<file path="src/rtl/fifo_ctrl_pkg.sv">
// fifo_ctrl_pkg
// Shared types, constants and helpers for the cohort FIFO controller.
// Contents used by the width adapters on the accelerator side:
//   data_width       - width of one consumer/producer word (one lane)
//   deser_max_ratio  - maximum lanes per packed accelerator word
//   lane_cnt_t       - lane count sized for deser_max_ratio
//   eff_ratio()      - clamps a software ratio register to a usable lane count
package fifo_ctrl_pkg;

  localparam int data_width      = 8;
  localparam int deser_max_ratio = 8;
  localparam int lane_cnt_width  = $clog2(deser_max_ratio + 1);

  typedef logic [lane_cnt_width-1:0] lane_cnt_t;

  // Effective lane count for a software ratio value: 0 behaves as 1 (a
  // zero-length packet would never complete) and anything above the
  // instance's lane capacity saturates at that capacity. The result stays
  // 16 bits wide so instances with a non-default capacity can share it.
  function automatic logic [15:0] eff_ratio(input logic [15:0] ratio,
                                            input logic [15:0] max_ratio);
    logic [15:0] r;
    r = ratio;
    if (r == 16'd0) begin
      r = 16'd1;
    end else if (r > max_ratio) begin
      r = max_ratio;
    end
    return r;
  endfunction

endpackage

</file>
<file path="src/rtl/acc_out_reg.sv">
// acc_out_reg
// One-entry valid/ready output register. A load always wins over a drain in
// the same cycle, so back-to-back packets stream without a bubble.
// Ports:
//   clk, rst_n          clock, asynchronous active-low reset
//   load                capture load_data/load_lanes and raise valid
//   load_data/_lanes    word and lane count to capture
//   valid, ready        downstream handshake
//   data, lanes         registered word and lane count (stable while valid)
//   can_load            entry is empty or draining this cycle
module acc_out_reg #(
  parameter int Width = 64,
  parameter int LaneW = 4
) (
  input  logic             clk,
  input  logic             rst_n,
  input  logic             load,
  input  logic [Width-1:0] load_data,
  input  logic [LaneW-1:0] load_lanes,
  output logic             valid,
  input  logic             ready,
  output logic [Width-1:0] data,
  output logic [LaneW-1:0] lanes,
  output logic             can_load
);

  logic             valid_reg;
  logic [Width-1:0] data_reg;
  logic [LaneW-1:0] lanes_reg;

  always_ff @(posedge clk or negedge rst_n) begin
    if (!rst_n) begin
      valid_reg <= 1'b0;
      data_reg  <= '0;
      lanes_reg <= '0;
    end else if (load) begin
      valid_reg <= 1'b1;
      data_reg  <= load_data;
      lanes_reg <= load_lanes;
    end else if (ready) begin
      valid_reg <= 1'b0;
    end
  end

  assign valid    = valid_reg;
  assign data     = data_reg;
  assign lanes    = lanes_reg;
  assign can_load = !valid_reg || ready;

endmodule

</file>
<file path="src/rtl/acc_deserializer.sv">
// acc_deserializer
// Packs R consecutive DataWidth-bit consumer words into one lane-packed
// accelerator word (lane i = bits [i*DataWidth +: DataWidth]); lanes >= R are
// zero. R is the clamped deserialization_ratio, frozen for the whole packet.
// Ports:
//   clk, rst_n                 clock, asynchronous active-low reset
//   deserialization_ratio      requested words per packet
//   flush                      drops the partial packet (and any beat this cycle)
//   in_valid/in_ready/in_data  consumer word stream
//   out_valid/out_ready        packed word handshake
//   out_data, out_lanes        packed word and its number of valid lanes
//   busy                       partial packet held or output pending
//   pkt_count                  delivered packets, wraps at 2^32
module acc_deserializer
  import fifo_ctrl_pkg::*;
#(
  parameter int DataWidth = data_width,
  parameter int MaxRatio  = deser_max_ratio
) (
  input  logic                            clk,
  input  logic                            rst_n,
  input  logic [15:0]                     deserialization_ratio,
  input  logic                            flush,
  input  logic                            in_valid,
  output logic                            in_ready,
  input  logic [DataWidth-1:0]            in_data,
  output logic                            out_valid,
  input  logic                            out_ready,
  output logic [DataWidth*MaxRatio-1:0]   out_data,
  output logic [$clog2(MaxRatio+1)-1:0]   out_lanes,
  output logic                            busy,
  output logic [31:0]                     pkt_count
);

  localparam int LaneW = $clog2(MaxRatio + 1);
  localparam int OutW  = DataWidth * MaxRatio;

  logic [LaneW-1:0] cnt_reg, cnt_next;
  logic [LaneW-1:0] ratio_q_reg;
  logic [15:0]      eff_r;
  logic [15:0]      cur_ratio;
  logic [OutW-1:0]  load_data;
  logic [31:0]      pkt_count_reg;
  logic             last_beat, accept, load, can_load;

  assign eff_r = eff_ratio(deserialization_ratio, 16'(MaxRatio));

  // The first beat of a packet sees the live ratio; later beats use the
  // value frozen on that first beat.
  assign cur_ratio = (cnt_reg == '0) ? eff_r : 16'(ratio_q_reg);
  assign last_beat = (16'(cnt_reg) == cur_ratio - 16'd1);

  // Only a completing beat needs room in the output register.
  assign in_ready = !(last_beat && !can_load);
  assign accept   = in_valid && in_ready;
  assign load     = accept && last_beat && !flush;

  always_comb begin
    cnt_next = cnt_reg;
    if (flush) begin
      cnt_next = '0;
    end else if (accept) begin
      cnt_next = last_beat ? '0 : cnt_reg + LaneW'(1);
    end
  end

  always_ff @(posedge clk or negedge rst_n) begin
    if (!rst_n) begin
      cnt_reg     <= '0;
      ratio_q_reg <= LaneW'(1);
    end else begin
      cnt_reg <= cnt_next;
      if (accept && !flush && cnt_reg == '0) begin
        ratio_q_reg <= eff_r[LaneW-1:0];
      end
    end
  end

  // Per-lane pack buffer. The output word is assembled from the lanes
  // already captured plus the current beat, so the last beat never has to
  // pass through the buffer first.
  genvar gi;
  generate
    for (gi = 0; gi < MaxRatio; gi++) begin : g_lane
      logic [DataWidth-1:0] lane_reg;

      always_ff @(posedge clk or negedge rst_n) begin
        if (!rst_n) begin
          lane_reg <= '0;
        end else if (flush) begin
          lane_reg <= '0;
        end else if (accept && cnt_reg == LaneW'(gi)) begin
          lane_reg <= in_data;
        end
      end

      assign load_data[gi*DataWidth +: DataWidth] =
        (cnt_reg == LaneW'(gi)) ? in_data :
        (16'(gi) < cur_ratio)   ? lane_reg : '0;
    end
  endgenerate

  acc_out_reg #(
    .Width (OutW),
    .LaneW (LaneW)
  ) u_out_reg (
    .clk        (clk),
    .rst_n      (rst_n),
    .load       (load),
    .load_data  (load_data),
    .load_lanes (cur_ratio[LaneW-1:0]),
    .valid      (out_valid),
    .ready      (out_ready),
    .data       (out_data),
    .lanes      (out_lanes),
    .can_load   (can_load)
  );

  always_ff @(posedge clk or negedge rst_n) begin
    if (!rst_n) begin
      pkt_count_reg <= '0;
    end else if (out_valid && out_ready) begin
      pkt_count_reg <= pkt_count_reg + 32'd1;
    end
  end

  assign pkt_count = pkt_count_reg;
  assign busy      = (cnt_reg != '0) || out_valid;

endmodule

</file>
<file path="config.mk">
export PLATFORM = sky130hd
export DESIGN_NAME = acc_deserializer
export DESIGN_NICKNAME = d
export VERILOG_FILES = /design/src/rtl/fifo_ctrl_pkg.sv /design/src/rtl/acc_out_reg.sv /design/src/rtl/acc_deserializer.sv
export SDC_FILE = /design/constraint.sdc
export NUM_CORES = 1
export LEC_CHECK = 0
export CAP_MARGIN = 20
export CORE_MARGIN = 8
export CORE_UTILIZATION = 30
export DETAILED_ROUTE_END_ITERATION = 16
export PLACE_DENSITY_LB_ADDON = 0.12
export SYNTH_ARGS = -nofsm -noshare
export SYNTH_HDL_FRONTEND = slang
export SYNTH_SLANG_ARGS = --single-unit
</file>
<file path="constraint.sdc">
create_clock -name clk -period 5.5 [get_ports clk]
set_input_delay 1.375 -clock clk [delete_from_list [all_inputs] [get_ports clk]]
set_output_delay 1.375 -clock clk [all_outputs]
set_load 0.01 [all_outputs]
</file>
# Yosys cells after proc, flatten, opt, wreduce, memory -nomap -nowiden
# Index checks and enable logic that the tools add are counted.
# totals
ff_bits	173
in_bits	29
output_inout_bits	103
wordCells	108
# classes
add_sub_neg	3
magnitude_cmp	9
eq_ne	8
n_mux	40
reduce_logical	34
# ops
op	n
$mux W8	32
$lt A3 B16 Y1 const A	4
$mux W16	3
$add A32 B1 Y32 const B	1
$lt A1 B16 Y1 const A	2
$lt A2 B16 Y1 const A	2
$reduce_bool A2 Y1	10
$eq A4 B16 Y1	1
$eq A4 B3 Y1 const B	4
$gt A16 B4 Y1 const B	1
$logic_not A16 Y1	1
$sub A16 B1 Y16 const B	1
$logic_and A1 B1 Y1	15
$mux W4	3
$eq A4 B2 Y1 const B	2
$add A4 B1 Y4 const B	1
$eq A4 B1 Y1 const B	1
$logic_not A1 Y1	4
$logic_not A4 Y1	1
$reduce_bool A4 Y1	1
$logic_or A1 B1 Y1	2
$mux W1	2

# Longest topological paths before layout
# Gate-level depths: netlist of run 1.
# depth
depth_word	12
mapped_depth	16
depth_no_buf	13

# Modules after synthesis
# Synthesis of run 1 repeated with hierarchy kept, for this count alone.
# unflattened
hier_cells	725
area_unflattened_um2	8434.3
# by_module_without_submodules
module	instances	cells_each	area_per_inst_um2	seq_area_each_um2
acc_deserializer	1	578	5836.8	2603.7
acc_out_reg	1	147	2597.5	1726.7

# Least setup slack after synthesis of run 1
# No wires, ideal clock.
# synth_path
path_type	input to output
from	input deserialization_ratio[15]
to	output in_ready
t_arrival_ns	3.476
required_time_ns	4.125
path_slack_ns	0.649
cell_stages	11
n_path_buf	1
cell_sequence	nor4_1 > nand4_1 > clkbuf_1 > o21ai_0 > inv_1 > ha_1 > xnor2_1 > a31oi_1 > o211a_1 > and3_1 > nand2_1
# synth_between
elab_chain_cells	8
elab_cells_between_ends	9
classes_between	add/sub: 1; order compare: 1; eq/ne: 1; mux: 3; reduce/logical: 3
# synth_lines
element	line_no	source
from (decl)	acc_deserializer.sv:22	input logic [15:0] deserialization_ratio,
$gt A16 B4 Y1	fifo_ctrl_pkg.sv:26	end else if (r > max_ratio) begin
$mux W16	fifo_ctrl_pkg.sv:26	
$mux W16 (*)	fifo_ctrl_pkg.sv:24	if (r == 16'd0) begin
$mux W16 (*)	acc_deserializer.sv:50	assign cur_ratio = (cnt_reg == '0) ? eff_r : 16'(ratio_q_reg);
net cur_ratio[0]	acc_deserializer.sv:41	logic [15:0] cur_ratio;
$sub A16 B1 Y16 (*)	acc_deserializer.sv:51	assign last_beat = (16'(cnt_reg) == cur_ratio - 16'd1);
$eq A4 B16 Y1 (*)	acc_deserializer.sv:51	
$logic_and A1 B1 Y1 (*)	acc_deserializer.sv:54	assign in_ready = !(last_beat && !can_load);
$logic_not A1 Y1 (*)	acc_deserializer.sv:54	
to (decl)	acc_deserializer.sv:25	output logic in_ready,
# The timed path passes the listed nets; every way through them passes the cells marked *.

# Worst setup path after layout of run 1
# layout_path
from	input deserialization_ratio[3]
to	output in_ready
# The elaborated chain is that of the path after synthesis.

==> results of run 1 <==
## synth_stat cells, drive strengths merged, types with 2 or more instances
cell type,n,area [um2]
nor3b,7,57.55
inv,9,33.78
mux2,8,105.1
nand2,104,390.4
ha,8,100.1
buf,20,101.3
nand2b,78,488.0
nor4,3,18.77
and2,4,25.02
a21oi,33,165.2
xor2,7,61.31
a31oi,2,12.51
xnor2,25,219.0
mux2i,64,640.6
nand3,14,70.07
and3,26,162.7
o31ai,2,15.01
or3,3,23.77
a22oi,40,300.3
nand4,9,56.30
nor2b,2,12.51
dfrtp,172,4304
nor2,35,141.4
o21ai,69,345.3
clkbuf,30,112.6
nor3,8,51.30
nand3b,4,30.03
## worst register-to-register path: cells and delay by family, from the launching register on
family | cells | cell delay, ns
multiplexers | 1 | 0.25
AND/OR/NAND/NOR | 3 | 1.31
AO/OA/AOI/OAI | 4 | 0.96
flip-flops | 1 | 0.48
adder cells (fa/ha/maj) | 2 | 0.49
buffers and inverters | 4 | 0.54
## area by class of cell
| type | count | area, um2 | share of cell area, % |
|---|---|---|---|
| Clock inverter | 12 | 135.1 | 1.277 |
| Sequential cell | 173 | 4330 | 40.93 |
| Inverter | 9 | 33.78 | 0.3193 |
| Timing Repair Buffer | 164 | 1587 | 15.00 |
| Clock buffer | 19 | 452.9 | 4.281 |
| Tap cell | 341 | 426.7 | 4.033 |
| Multi-Input combinational cell | 566 | 3615 | 34.17 |
## metal layers
layer / up-vias / part of all wire, % / GRT usage [%]
li1: 3011 / - / -
met1: 2982 / 48 / 20.16
met2: 125 / 47 / 24.31
met3: 19 / 4.2 / 3.571
met4: 0 / 1.3 / 4.001
met5: - / 0 / 0
## cells by family after synthesis
logic type      synth area share, %
simple gates                  18.91
mux                           9.131
flops                         53.03
buf+inv                       3.033
fa+ha+maj                     1.226
compound gates                11.25
xor+xnor                      3.432
## power by group through the flow
| stage | registers [mW] | clock network, mW | logic [mW] |
|---|---|---|---|
| 2_1_floorplan | 1.32 | 0 | 0.0992 |
| 5_1_grt | 1.29 | 1.31 | 0.227 |
| 6_report | 1.29 | 1.22 | 0.207 |
| 3_5_place_dp | 1.32 | 0 | 0.208 |
| 3_3_place_gp | 1.32 | 0 | 0.208 |
| 4_1_cts | 1.29 | 1.26 | 0.209 |
## final timing paths
check,start,to,cells past startpoint
min in group asynchronous,rst_n,pkt_count[9],1
min,pkt_count[31],pkt_count[31],1
min reg2reg,pkt_count[31],pkt_count[31],1
max in group asynchronous,rst_n,u_out_reg.data[55],2
max,deserialization_ratio[3],in_ready,15
max reg2reg,cnt_reg[0],g_lane[1].lane_reg[1],14
## stage by stage
step                      hold slack [ns]  power, mW  setup WS, ns  instances
after floorplan                    0.5039      1.415        0.6493        798
after global placement             0.4559      1.525       -0.1274       1250
after detailed placement           0.4600      1.526       -0.2255       1250
after CTS                          0.4704      2.765     0.0006941       1282
after global routing               0.4744      2.833      -0.01165       1284
final                              0.4644      2.723        0.2172       1284
## repair_timing
action                                  in CTS  in global routing
hold buffers                                 0                  0
buffers inserted                             1                  2
resized for setup                            3                 10
pin swaps                                    1                  4
endpoints found under the setup margin       1                  1
==> metrics.cfg, run 1 <==
[route]
post_drt_wl_per_cell_um = 18.81
post-route-drc-count = 0
viasPerCell = 4.780
vias = 6137
routed_wirelength_um = 24150
ant_nets = 0
drt_iter0_drc = 394
drt_first_pass_iters = 4

[floorplanning]
start_util_pct = 30.39
dieArea_mm2 = 0.03276
placeableCoreArea_mm2 = 0.02688
fp-row-count = 60
die_width_um = 181.0
die_y_um = 181.0
ios = 132

[sta]
fin_skew_ns = 0.01299
max_freq_ghz = 0.1893
layout_min_cycle_time_ns = 5.283
slew_headroom_pct = 27.55
tns_ns = 0
tightest_slew_ns = 1.084
setup_viol = 0
fin_crit_sh_pct = 96.05
drv_slew = 0
hold_violations = 0

[synthesis]
synth_area_mm2 = 0.008167
synth_seq_cells = 173
syn_nets = 835
synth_cell_type_count = 47
synthCells = 798
synth-edff-count = 0
ys_warn_count = 0
synth.avg_cell_area_um2 = 10.23
synthFlopType = dfrtp_1
seq_area_frac_synth_pct = 53.03
async_flop_share_pct = 100.0

[cts]
clockBufferDepth = 2
worst_setup_hold_path_clk_slew_ns = 0.06
cts-buffers-inserted = 17
clock_latency_ns = 0.43
htree_levels = 4
cts.sinks = 173
cts_tree = yes
cts_root_buffer = clkbuf_16

[worst_setup_path]
critical-path-slowest-cell = clkdlybuf4s50_1
critical-path-max-stage-delay_ns = 0.41
cp_common_cell = nand2_1
arrival_ns = 3.91
worstSetupPathType = in -> out
cp_max_fo = 4
required_ns = 4.12
cpLargestDelayFamily = simple AND/OR/NAND/NOR gates
critPathCaptureType = primary output
start_kind = input port
regToRegSetupSlack_ns = 1.38
crit_path_cell_trace = clkdlybuf4s50_1 -> nor4_2 -> buf_4 -> nand4_1 -> nor2_2 -> nand2_1 -> nand2_2 -> inv_1 -> ha_1 -> xnor2_1 -> a31oi_1 -> o211a_1 -> and3_4 -> nand2_1 -> buf_6
worst-path-buf-inv = 4

[placed_design]
dp_hpwl_um = 16210
placed_area_mm2 = 0.009942
portBuffers = 131
gp_congestion = 0.8039

[pwr]
clkPwrFrac_pct = 44.9
p_per_area_mw_per_mm2 = 257.4
p_int_mw = 2.055
leakage_nw = 4.466
p_sw_share_pct = 24.53
comb_power_share_pct = 7.6
peakVddDrop_mv = 0.1517
p_switching_mw = 0.6681
pwr-share-seq_pct = 47.5

[global_route]
grt_first_pass_wirelength_um = 39100
grt_use_total_pct = 15.13
grt-ovfl-total = 0
grt_max_degree = 136
grt_antenna_before_repair = 0
grt_pass1_vias = 6560

[cells_and_area]
final_common_cell = dfrtp_1
fillers = 2714
mostFrequentLayoutCells = dfrtp_1, clkdlybuf4s50_1, nand2_1
final_util_pct = 39.37
drive_gt1_share_pct = 9.438
finalInstanceArea_mm2 = 0.01058
area.growth.synth_to_final_pct = 29.55
nNetsFinal = 968
n_antenna_cell = 0

[outcome]
status = finished clean

[min_path]
hp-class = reg -> reg

[job]
max_cap_violations = 0

Power figures use the tool's default switching activity.
==> run 2, diff against run 1 <==
--- a/config.mk
+++ b/config.mk
@@ -6,7 +6,6 @@
 export NUM_CORES = 1
 export LEC_CHECK = 0
 export CAP_MARGIN = 20
-export CORE_MARGIN = 8
 export CORE_UTILIZATION = 30
 export DETAILED_ROUTE_END_ITERATION = 16
 export PLACE_DENSITY_LB_ADDON = 0.12
==> constraint.sdc (replaced) <==
create_clock -name clk -period 6.5 [get_ports clk]
set_input_delay 1.625 -clock clk [delete_from_list [all_inputs] [get_ports clk]]
set_output_delay 1.625 -clock clk [all_outputs]
set_load 0.01 [all_outputs]
==> run 2 against run 1 <==
Critical path depth is 1 lower; routed wire length is 5.0% lower; die area is 15% lower; total power is 13% lower; setup slack worse by 0.0035 ns; clock skew is 0.00079 ns lower; first-iteration DRC count stayed put; non-clock buffer count is 14 lower; sequential share of layout area is 0.39 points higher; combinational power is 18% lower; highest routed layer unchanged.
==> metrics.cfg, run 2 (synthesized netlist as in run 1, its figures left out) <==
[pwr]
peakVddDrop_mv = 0.1632  ; +7.6%
p_per_area_mw_per_mm2 = 226.9  ; -12%
leakage_nw = 4.398  ; -1.5%

[route]
routed_wirelength_um = 22950  ; -5.0%
drt_first_pass_iters = 4  ; unchanged
viasPerCell = 4.855  ; +1.6%
post_drt_wl_per_cell_um = 18.06  ; -4.0%
ant_nets = 0  ; unchanged
drt_iter0_drc = 394  ; unchanged
vias = 6171  ; +0.55%
post-route-drc-count = 0  ; unchanged

[sta]
fin_crit_sh_pct = 96.71
layout_min_cycle_time_ns = 6.286
tightest_slew_ns = 0.9803  ; -0.1042 ns
setup_viol = 0  ; unchanged
max_freq_ghz = 0.1591
fin_skew_ns = 0.01220  ; -0.0007899 ns
slew_headroom_pct = 34.51  ; +7.0 points
hold_violations = 0  ; unchanged
tns_ns = 0  ; unchanged
drv_slew = 0  ; unchanged

[floorplanning]
placeableCoreArea_mm2 = 0.02680  ; -0.28%
die_width_um = 167.0  ; -7.7%
start_util_pct = 30.47  ; +0.085 points
die_y_um = 167.0  ; -7.7%
dieArea_mm2 = 0.02789  ; -15%
fp-row-count = 60  ; unchanged
ios = 132  ; unchanged

[cts]
clock_latency_ns = 0.43  ; about the same
cts.sinks = 173  ; unchanged
cts_tree = yes
cts_root_buffer = clkbuf_16
cts-buffers-inserted = 17  ; unchanged
clockBufferDepth = 2  ; unchanged
worst_setup_hold_path_clk_slew_ns = 0.07  ; about the same
hold_buffers = 0  ; unchanged
htree_levels = 4  ; unchanged

[placed_design]
portBuffers = 131  ; unchanged
dp_hpwl_um = 15170  ; -6.4%
placed_area_mm2 = 0.009827  ; -1.2%
gp_congestion = 0.7991  ; -0.60%

[worst_setup_path]
start_kind = input port
rr_worst_depth = 13  ; -1
cp_common_cell = nand2_1
r2r-start = cnt_reg[0]
worstSetupPathType = in -> out
crit_path_cell_trace = clkdlybuf4s50_1 -> nor4_2 -> nand4_1 -> nor2_1 -> nand2_1 -> nand2_1 -> inv_1 -> ha_1 -> xnor2_1 -> a31oi_1 -> o211a_1 -> and3_1 -> nand2_1 -> clkdlybuf4s50_1
required_ns = 4.88  ; +0.76 ns
crit_path_end = in_ready
critical-path-slowest-cell = clkdlybuf4s50_1
arrival_ns = 4.66  ; +0.75 ns
critical-path-max-stage-delay_ns = 0.50  ; +0.09 ns
critPathCaptureType = primary output
cp_max_fo = 5  ; +1
startpoint = deserialization_ratio[8]
regToRegSetupSlack_ns = 2.53  ; +1.15 ns
r2r_end = g_lane[6].lane_reg[3]

[cells_and_area]
area.growth.synth_to_final_pct = 28.33
finalInstanceArea_mm2 = 0.01048  ; -0.95%
nNetsFinal = 954  ; -1.4%
n_antenna_cell = 0  ; unchanged
drive_gt1_share_pct = 7.634  ; -1.8 points
mostFrequentLayoutCells = dfrtp_1, clkdlybuf4s50_1, nand2_1
final_common_cell = dfrtp_1

[global_route]
grt_first_pass_wirelength_um = 36450  ; -6.8%
grt_pass1_vias = 6230  ; -5.0%
grt_antenna_before_repair = 0  ; unchanged
grt-ovfl-total = 0  ; unchanged
grt_max_degree = 80  ; -41%
grt_use_total_pct = 17.05  ; +1.9 points

[min_path]
min_path_cells = 2  ; +1
hp-class = reg -> reg

[outcome]
status = finished clean

[job]
max_cap_violations = 0  ; unchanged

[run 2: power by group]
group | switching [mW] | total [mW] | internal [mW]
combinational | 0.109 | 0.169 | 0.0599
sequential | 0.00788 | 1.09 | 1.09
clock | 0.484 | 1.12 | 0.631
[run 2: final cells by class]
type | count | area [um2]
sequential | 173 | 4330
fill | 2688 | 16320
clock inverter | 14 | 196.4
inverter | 9 | 33.78
multi-input combinational | 566 | 3601
timing repair buffer | 150 | 1453
tap | 341 | 426.7
clock buffer | 18 | 439.2
[run 2: layer usage]
| metal | vias to the layer above | part of all wire, % | global-route usage [%] |
|---|---|---|---|
| li1 | 2994 | - | - |
| met1 | 3037 | 49 | 23.89 |
| met2 | 123 | 47 | 26.89 |
| met3 | 17 | 3.3 | 3.303 |
| met4 | 0 | 0.90 | 4.267 |
| met5 | - | 0 | 0 |
[run 2: how the worst min path moves through the flow]
stage                            start                  to
finish              u_out_reg.data[12]  u_out_reg.data[12]
global route        u_out_reg.data[17]  u_out_reg.data[17]
CTS                 u_out_reg.data[12]  u_out_reg.data[12]
detailed placement  u_out_reg.data[12]  u_out_reg.data[12]
global placement         pkt_count[31]       pkt_count[31]
floorplan                pkt_count[31]       pkt_count[31]
[run 2: metrics by stage]
stage | setup WS, ns | cells | utilization, % | power (mW) | hold WS, ns
final | 0.2137 | 1271 | 39.10 | 2.378 | 0.4758
after global routing | -0.01280 | 1271 | 39.10 | 2.466 | 0.4996
after CTS | 0.1082 | 1270 | 39.04 | 2.403 | 0.4859
after detailed placement | 0.1270 | 1238 | 36.67 | 1.286 | 0.4698
after global placement | 0.1873 | 1238 | 36.67 | 1.286 | 0.4555
after floorplan | 1.149 | 798 | - | 1.197 | 0.5039
[run 2: timing repair]
action	4_1_cts	5_1_grt
endpoints found under the setup margin	0	1
gates resized for setup	0	3
buffers inserted	0	0
hold endpoints to repair	0	0
[run 2: critical path, delay by kind of cell]
family          cells  cell delay [ns]
fa+ha+maj           1             0.29
buf+inv             3             0.98
compound gates      2             0.36
xor+xnor            1             0.13
simple gates        7             1.27
